$ cat src/rtl/priority_arbiter_4.sv
// 4-requester arbiter with registered one-hot grant and optional hold-limit timeout.
// Define ROUND_ROBIN_EN for rotating priority; default is fixed priority req[3] highest.
module priority_arbiter_4 #(
   parameter int MAX_HOLD = 16
) (
   input  logic       clk,
   input  logic       rst_n,
   input  logic [3:0] req,
   output logic [3:0] gnt,
   output logic [1:0] gnt_id,
   output logic       gnt_valid,
   output logic       timeout
);

   localparam int CW_RAW = $clog2(MAX_HOLD + 1);
   localparam int CW = (CW_RAW < 1) ? 1 : CW_RAW;
   localparam bit LIMITED = (MAX_HOLD > 0);
   localparam logic [CW-1:0] LAST = CW'((MAX_HOLD > 0) ? MAX_HOLD - 1 : 0);

   typedef enum logic {IDLE, GRANT} state_t;

   state_t        state_q, state_d;
   logic [3:0]    gnt_q, gnt_d;
   logic [1:0]    last_id_q, last_id_d;
   logic [CW-1:0] hold_cnt_q, hold_cnt_d;
   logic [3:0]    mask_q, mask_d;
   logic          timeout_q, timeout_d;

   logic [3:0] cand;
   logic [1:0] win;
   logic       owner_req;
   logic       expire;

   assign cand      = req & ~mask_q;
   assign owner_req = req[last_id_q];
   assign expire    = LIMITED && (hold_cnt_q == LAST);

`ifdef ROUND_ROBIN_EN
   logic [1:0] start;
   logic [1:0] idx;
   logic       found;

   // Search descends from the requester just below the previous winner.
   always_comb begin
      start = last_id_q - 2'd1;
      win   = start;
      found = 1'b0;
      idx   = start;
      for (int k = 0; k < 4; k++) begin
         idx = start - 2'(k);
         if (!found && cand[idx]) begin
            win   = idx;
            found = 1'b1;
         end
      end
   end
`else
   always_comb begin
      if (cand[3])      win = 2'd3;
      else if (cand[2]) win = 2'd2;
      else if (cand[1]) win = 2'd1;
      else              win = 2'd0;
   end
`endif

   always_ff @(posedge clk) begin
      if (!rst_n) begin
         state_q    <= IDLE;
         gnt_q      <= '0;
         last_id_q  <= '0;
         hold_cnt_q <= '0;
         mask_q     <= '0;
         timeout_q  <= 1'b0;
      end else begin
         state_q    <= state_d;
         gnt_q      <= gnt_d;
         last_id_q  <= last_id_d;
         hold_cnt_q <= hold_cnt_d;
         mask_q     <= mask_d;
         timeout_q  <= timeout_d;
      end
   end

   always_comb begin
      state_d = state_q;
      unique case (state_q)
         IDLE:    if (|cand) state_d = GRANT;
         GRANT:   if (!owner_req || expire) state_d = IDLE;
         default: state_d = IDLE;
      endcase
   end

   always_comb begin
      gnt_d      = gnt_q;
      last_id_d  = last_id_q;
      hold_cnt_d = hold_cnt_q;
      mask_d     = mask_q;
      timeout_d  = 1'b0;
      unique case (state_q)
         IDLE: begin
            if (|cand) begin
               gnt_d      = 4'b0001 << win;
               last_id_d  = win;
               hold_cnt_d = '0;
               mask_d     = '0;
            end else if (|req) begin
               // Only the timed-out requester is asking: let it back in.
               mask_d = '0;
            end
         end
         GRANT: begin
            if (!owner_req) begin
               gnt_d = '0;
            end else if (expire) begin
               gnt_d     = '0;
               timeout_d = 1'b1;
               mask_d    = gnt_q;
            end else if (hold_cnt_q != '1) begin
               hold_cnt_d = hold_cnt_q + 1'b1;
            end
         end
         default: gnt_d = '0;
      endcase
   end

   always_comb begin
      gnt       = gnt_q;
      gnt_id    = last_id_q;
      gnt_valid = |gnt_q;
      timeout   = timeout_q;
   end

endmodule

$ cat config.mk
export PLATFORM = sky130hd
export DESIGN_NAME = priority_arbiter_4
export DESIGN_NICKNAME = d
export VERILOG_FILES = /design/src/rtl/priority_arbiter_4.sv
export SDC_FILE = /design/constraint.sdc
export NUM_CORES = 1
export LEC_CHECK = 0
export ABC_CLOCK_PERIOD_IN_PS = 2300
export CAP_MARGIN = 40
export CORE_MARGIN = 1
export CORE_UTILIZATION = 51
export CTS_CLUSTER_SIZE = 25
export DETAILED_ROUTE_END_ITERATION = 10
export PLACE_DENSITY_LB_ADDON = 0.3
export SYNTH_ARGS = -nofsm -noshare
export SYNTH_HDL_FRONTEND = slang
export SYNTH_SLANG_ARGS = --single-unit
$ cat constraint.sdc
create_clock -name clk -period 2.3 [get_ports clk]
set_input_delay 0.23 -clock clk [delete_from_list [all_inputs] [get_ports clk]]
set_output_delay 0.23 -clock clk [all_outputs]
set_load 0.05 [all_outputs]
==> flow_summary.yaml <==
placement:
  io_buffers: 13
  place_congestion: 0.856
  post-dp-hpwl_mm: 1.44
  dpl_cell_area_um2: 1020
clock_tree:
  clk_pin_slew_worst_paths_ps: 110
  cts_setup_buffers: 0
  cts_buffers: 3
  root_buffer: "clkbuf_4"
  insertion_delay_ps: 300
  cts_hold_buf: 0
  h-tree-depth: 1
  cts-resized-gates: 0
  cts_buffer_depth: 2
  cts_tree: "done"
  clock_sinks: 17
synth:
  synth.distinct_cells: 40
  syn-num-nets: 103
  async_flop_share: 0
  yosysWarnings: 0
  syn_area_per_cell_um2: 9.36
  synth_area_leader_cell: "dfxtp_1"
  synth_edf_count: 0
  synth_area_um2: 880
  synth_ff_type: "dfxtp_1"
  synthCells: 94
  synth_top_area_frac: 0.387
  synth-seq-cells: 17
  ys_seq_area_frac: 0.387
  synthTopCellsByArea: "dfxtp_1 39%, nand2_1 4.7%, ha_1 4.3%"
critical_path:
  cp_data_arrival_time_ps: 2390
  startpoint_type: "flop"
  crit_start: "hold_cnt_q[0]"
  path_class: "flop to flop"
  critPathCaptureType: "flop"
  reg2reg_slack_ps: 130
  cp_max_fo: 9
  r2r-start: "hold_cnt_q[0]"
  crit_required_ps: 2530
power_and_ir_drop:
  seq_power_share: 0.517
  swShare: 0.319
  p_clk_frac: 0.265
  p_sw_uw: 199
  p_comb_frac: 0.218
  p_int_uw: 425
  p_leak_uw: 0.000394
  cellPowerDensity_nw_per_um2: 594
  peakVddDrop_mv: 0.365
route:
  vias: 779
  wire_per_inst_um: 16.0
  antenna_left: 0
  drt-pass1-iter-count: 7
  viasPerCell: 6.23
  drcViolationCount: 2
  first_iter_violations: 36
  wirelength_mm: 2.00
sta:
  tightestPinTransition_ps: 498
  final_hold_viol_count: 0
  post-route-min-period_ps: 2170
  rsz0062_at_grt: "no"
  slew_viol_final: 0
  fin_crit_sh: 0.942
  fin_skew_ps: 5.41
  final.setup.tns_ps: 0
  hold_ws_ps: 483
  slew_headroom: 0.667
  fmax_mhz: 462
  setup_violations: 0
outcome:
  violations: "design-rule violations"
  outcome: "finished, violations left"
floorplanning:
  rows: 14
  dieArea_um2: 1890
  die_w_um: 43.5
  io_pins: 14
  initial_core_util: 0.564
  core_area_um2: 1560
  die_h_um: 43.5
global_route:
  grt_overflow: 0
  grt_usage: 0.230
  grt_max_degree: 14
  grt_pass1_wl_mm: 3.22
  grt_antenna_before_repair: 0
  grt_pass1_vias: 698
layout:
  area_growth_pct: 19.3
  nets: 119
  diodes: 0
  drive_above_1_share: 0.110
  final_area_um2: 1050
  fin_util: 0.673
hold_path:
  hp-start: "mask_q[0]"
  holdCritPathClass: "flop to flop"
run:
  drv_cap: 0
worst paths after layout:
path	to	cells after the start
setup reg to reg	hold_cnt_q[3]	7
setup / recovery	hold_cnt_q[3]	7
hold / removal	mask_q[0]	1
hold reg to reg	mask_q[0]	1
sequential cells by signal (all words and copies together) (netlist names):
signal / cells
hold_cnt_q: 5
gnt: 4
mask_q: 4
gnt_id: 2
state_q: 1
timeout: 1
critical path, stage by stage (launching register included):
cell      delay, ps
dfxtp_1         370
ha_1            230
and3_1          200
ha_1            250
nor4b_4         280
a22oi_2         190
or4_1           500
o221ai_1         80
synthesized netlist by cell type (2+ instances only):
cell and count:
nand2_1 11, nand4_1 3, dfxtp_1 17, a22o_1 4
nor2b_1 2, o21ai_0 6, nand2b_1 4, ha_1 3
nor2_1 6, buf_2 2, inv_1 2, nand3_1 4
or4_1 2, nand3b_1 2
routing by layer:
layer  wire length (um)  track usage  part of all wire
met1                947        0.319              0.47
met2                910        0.364              0.46
met3                110       0.0292             0.055
met4                 31       0.0938             0.016
met5                  0            0                 0
metrics by stage:
stage,power [uW],cells,setup WS [ps]
2_1_floorplan,419,94,320
3_3_place_gp,460,121,261
3_5_place_dp,463,121,190
4_1_cts,624,125,158
5_1_grt,647,125,59.1
6_report,624,125,134
power groups by stage:
stage / combinational [uW] / clock (uW) / sequential [uW]
6_report: 136 / 165 / 322
3_5_place_dp: 135 / 0 / 329
4_1_cts: 136 / 165 / 323
5_1_grt: 145 / 178 / 324
2_1_floorplan: 73.2 / 0 / 345
3_3_place_gp: 132 / 0 / 328
placed cells by master (no fill, tap or decap), drive strengths merged, types with 2 or more instances in the layout:
master,count
a22o,4
nand2,11
o21ai,6
or4,2
clkbuf,3
nand3,4
nor2b,2
nand2b,4
dfxtp,17
nand4,3
mux2,2
nor2,6
ha,3
inv,2
clkdlybuf4s50,13
nand3b,2
and3,2
cell type report:
class,instances,area (um2)
multi-input cells,72,517
fillers,130,509
flip-flops and latches,17,340
repair buffers,14,138
clock buffers,3,22.5
well taps,16,20.0
inverters,2,7.51
clock inverters,1,5.00
logic make-up (layout without fill, tap and decap cells):
family	Yosys count	after routing	synth area share
AO/OA/AOI/OAI	22	22	0.189
buffers and inverters	5	20	0.0256
multiplexers	3	3	0.0597
AND/OR/NAND/NOR	44	44	0.296
flip-flops	17	17	0.387
adder cells (fa/ha/maj)	3	3	0.0427
No activity file was read; power rests on OpenSTA's default activity.
==> variant, RTL diff (config.mk and constraints unchanged) <==
Set the parameter `MAX_HOLD` to 8 (it was 16).
--- a/src/rtl/priority_arbiter_4.sv
+++ b/src/rtl/priority_arbiter_4.sv
@@ -3,3 +3,3 @@
 module priority_arbiter_4 #(
-   parameter int MAX_HOLD = 16
+   parameter int MAX_HOLD = 8
 ) (
Behaviour: not the same (Yosys sat finds a counterexample within 10 cycles, from zero or initial values and one cycle with rst_n low).
==> variant against the original RTL <==
- clock skew down 0.0028 ns
- worst setup slack better by 0.040 ns
- synthesized area down 9.5%
- register-to-register slack better by 0.60 ns
- sequential cell count down 1
- cell area down 7.2%
- total power about the same
- wire length down 10%
- critical endpoint is now gnt_valid
==> variant: results (changes against the original RTL) <==
| Metric | Value |
|---|---|
| WL per Instance | 15.2 microns (was 16.0 microns) |
| Detail-routed via count per cell | 6.37 (was 6.23) |
| Commonest cells post-synth | 16 x dfxtp_1, 9 x nand2_1, 5 x a21oi_1 (was 17 x dfxtp_1, 11 x nand2_1, 6 x nor2_1, 6 x o21ai_0) |
| Met3 GRT Util | 0.0391 (was 0.0292) |
| Worst R2R End | gnt[0] (was hold_cnt_q[3]) |
| Clk pin slew, worst setup/hold paths | 0.09 ns (was 0.11 ns) |
| Outcome | completed (was finished, violations left) |
| Worst vdd ir | 0.339 mV (was 0.365 mV) |
| Placement-stage worst setup slack | 0.433 ns (was 0.190 ns) |
| Largest net degree at the start of global routing | 13 (was 14) |
| Synth area leaders | dfxtp_1 40%, a22o_1 4.4%, nand2_1 4.2% (was dfxtp_1 39%, nand2_1 4.7%, ha_1 4.3%) |
| R2r worst-path depth | 4 (was 7) |
| WP data arrival | 1.90 ns (was 2.39 ns) |
| Final wirelength | 1790 microns (was 2000 microns) |
| Leakage | 0.354 nW (was 0.394 nW) |
| GR Util met1 | 0.308 (was 0.319) |
| Sw Share | 0.300 (was 0.319) |
| Netlist cell types | 35 (was 40) |
| Slowest CP cell | clkdlybuf4s50_1 (was or4_1) |
| Syn Nets | 95 (was 103) |
| Crit-path max FO | 5 (was 9) |
| First-pass GRT wire length | 3040 microns (was 3220 microns) |
| Syn Area/Cell | 9.04 sq um (was 9.36 sq um) |
| Met2 GRT Util | 0.350 (was 0.364) |
| FILL cells | 123 (was 130) |
| Clk_skew | 0.00257 ns (was 0.00541 ns) |
| First-pass DRT Iterations | 4 (was 7) |
| Dpl hpwl | 1320 microns (was 1440 microns) |
[variant: changes by cell type in the layout (fill, tap and decap cells not counted), sizes merged, moves of 2 or more]
cell / change
a31oi: +2
nand2: -2
nor2: -2
nor4: +2
ha: -2
nor2b: +2
nor3: +2
o22ai: +2
mux2i: +2
a21oi: +4
mux2: -2
o21ai: -5
[variant: worst max-delay path by stage]
stage / start / end / slack (ns) / cells after the start
floorplan: gnt_id[1] / gnt[0] / 0.50 / 4
global placement: req[3] / hold_cnt_q[3] / 0.45 / 5
detailed placement: req[3] / hold_cnt_q[3] / 0.43 / 5
CTS: gnt[3] / gnt_valid / 0.17 / 2
global route: gnt[3] / gnt_valid / 0.13 / 2
finish: gnt[3] / gnt_valid / 0.17 / 2
[variant: cell type report]
type                            instances  share of cell area
Multi-Input combinational cell         67               0.466
Sequential cell                        16               0.329
Timing Repair Buffer                   14               0.141
Clock buffer                            4              0.0372
Tap cell                               15              0.0193
Inverter                                2             0.00770
[variant: cell families after synthesis]
kind of cell / after synthesis / share of synthesized area
flops: 16 / 0.403
buf+inv: 5 / 0.0267
fa+ha+maj: 1 / 0.0157
mux: 3 / 0.0535
compound gates: 23 / 0.222
simple gates: 40 / 0.280
[variant: layer usage]
| layer | wire length, microns | part of all wire | vias up |
|---|---|---|---|
| met5 | 0 | 0 | - |
| met4 | 29 | 0.016 | 0 |
| met3 | 91 | 0.051 | 5 |
| met2 | 814 | 0.45 | 28 |
| met1 | 855 | 0.48 | 352 |
| li1 | - | - | 367 |
[variant: power by group through the flow]
| stage | sequential, W | combinational [W] | clock (W) |
|---|---|---|---|
| final | 0.000305 | 0.000134 | 0.000186 |
| after global routing | 0.000307 | 0.000142 | 0.000199 |
| after CTS | 0.000304 | 0.000133 | 0.000187 |
| after detailed placement | 0.000311 | 0.000132 | 0 |
| after global placement | 0.000310 | 0.000130 | 0 |
| after floorplan | 0.000327 | 0.0000726 | 0 |
[variant: critical path, delay by kind of cell, from the launching register on]
family / cells / cell delay, ns
simple gates: 1 / 0.53
flops: 1 / 0.36
buf+inv: 1 / 0.71
[variant: through the flow]
stage | instance area [sq um] | hold WS [ns]
global route | 975 | 0.519
floorplan | 796 | 0.443
finish | 975 | 0.486
CTS | 975 | 0.488
global placement | 938 | 0.463
detailed placement | 938 | 0.459
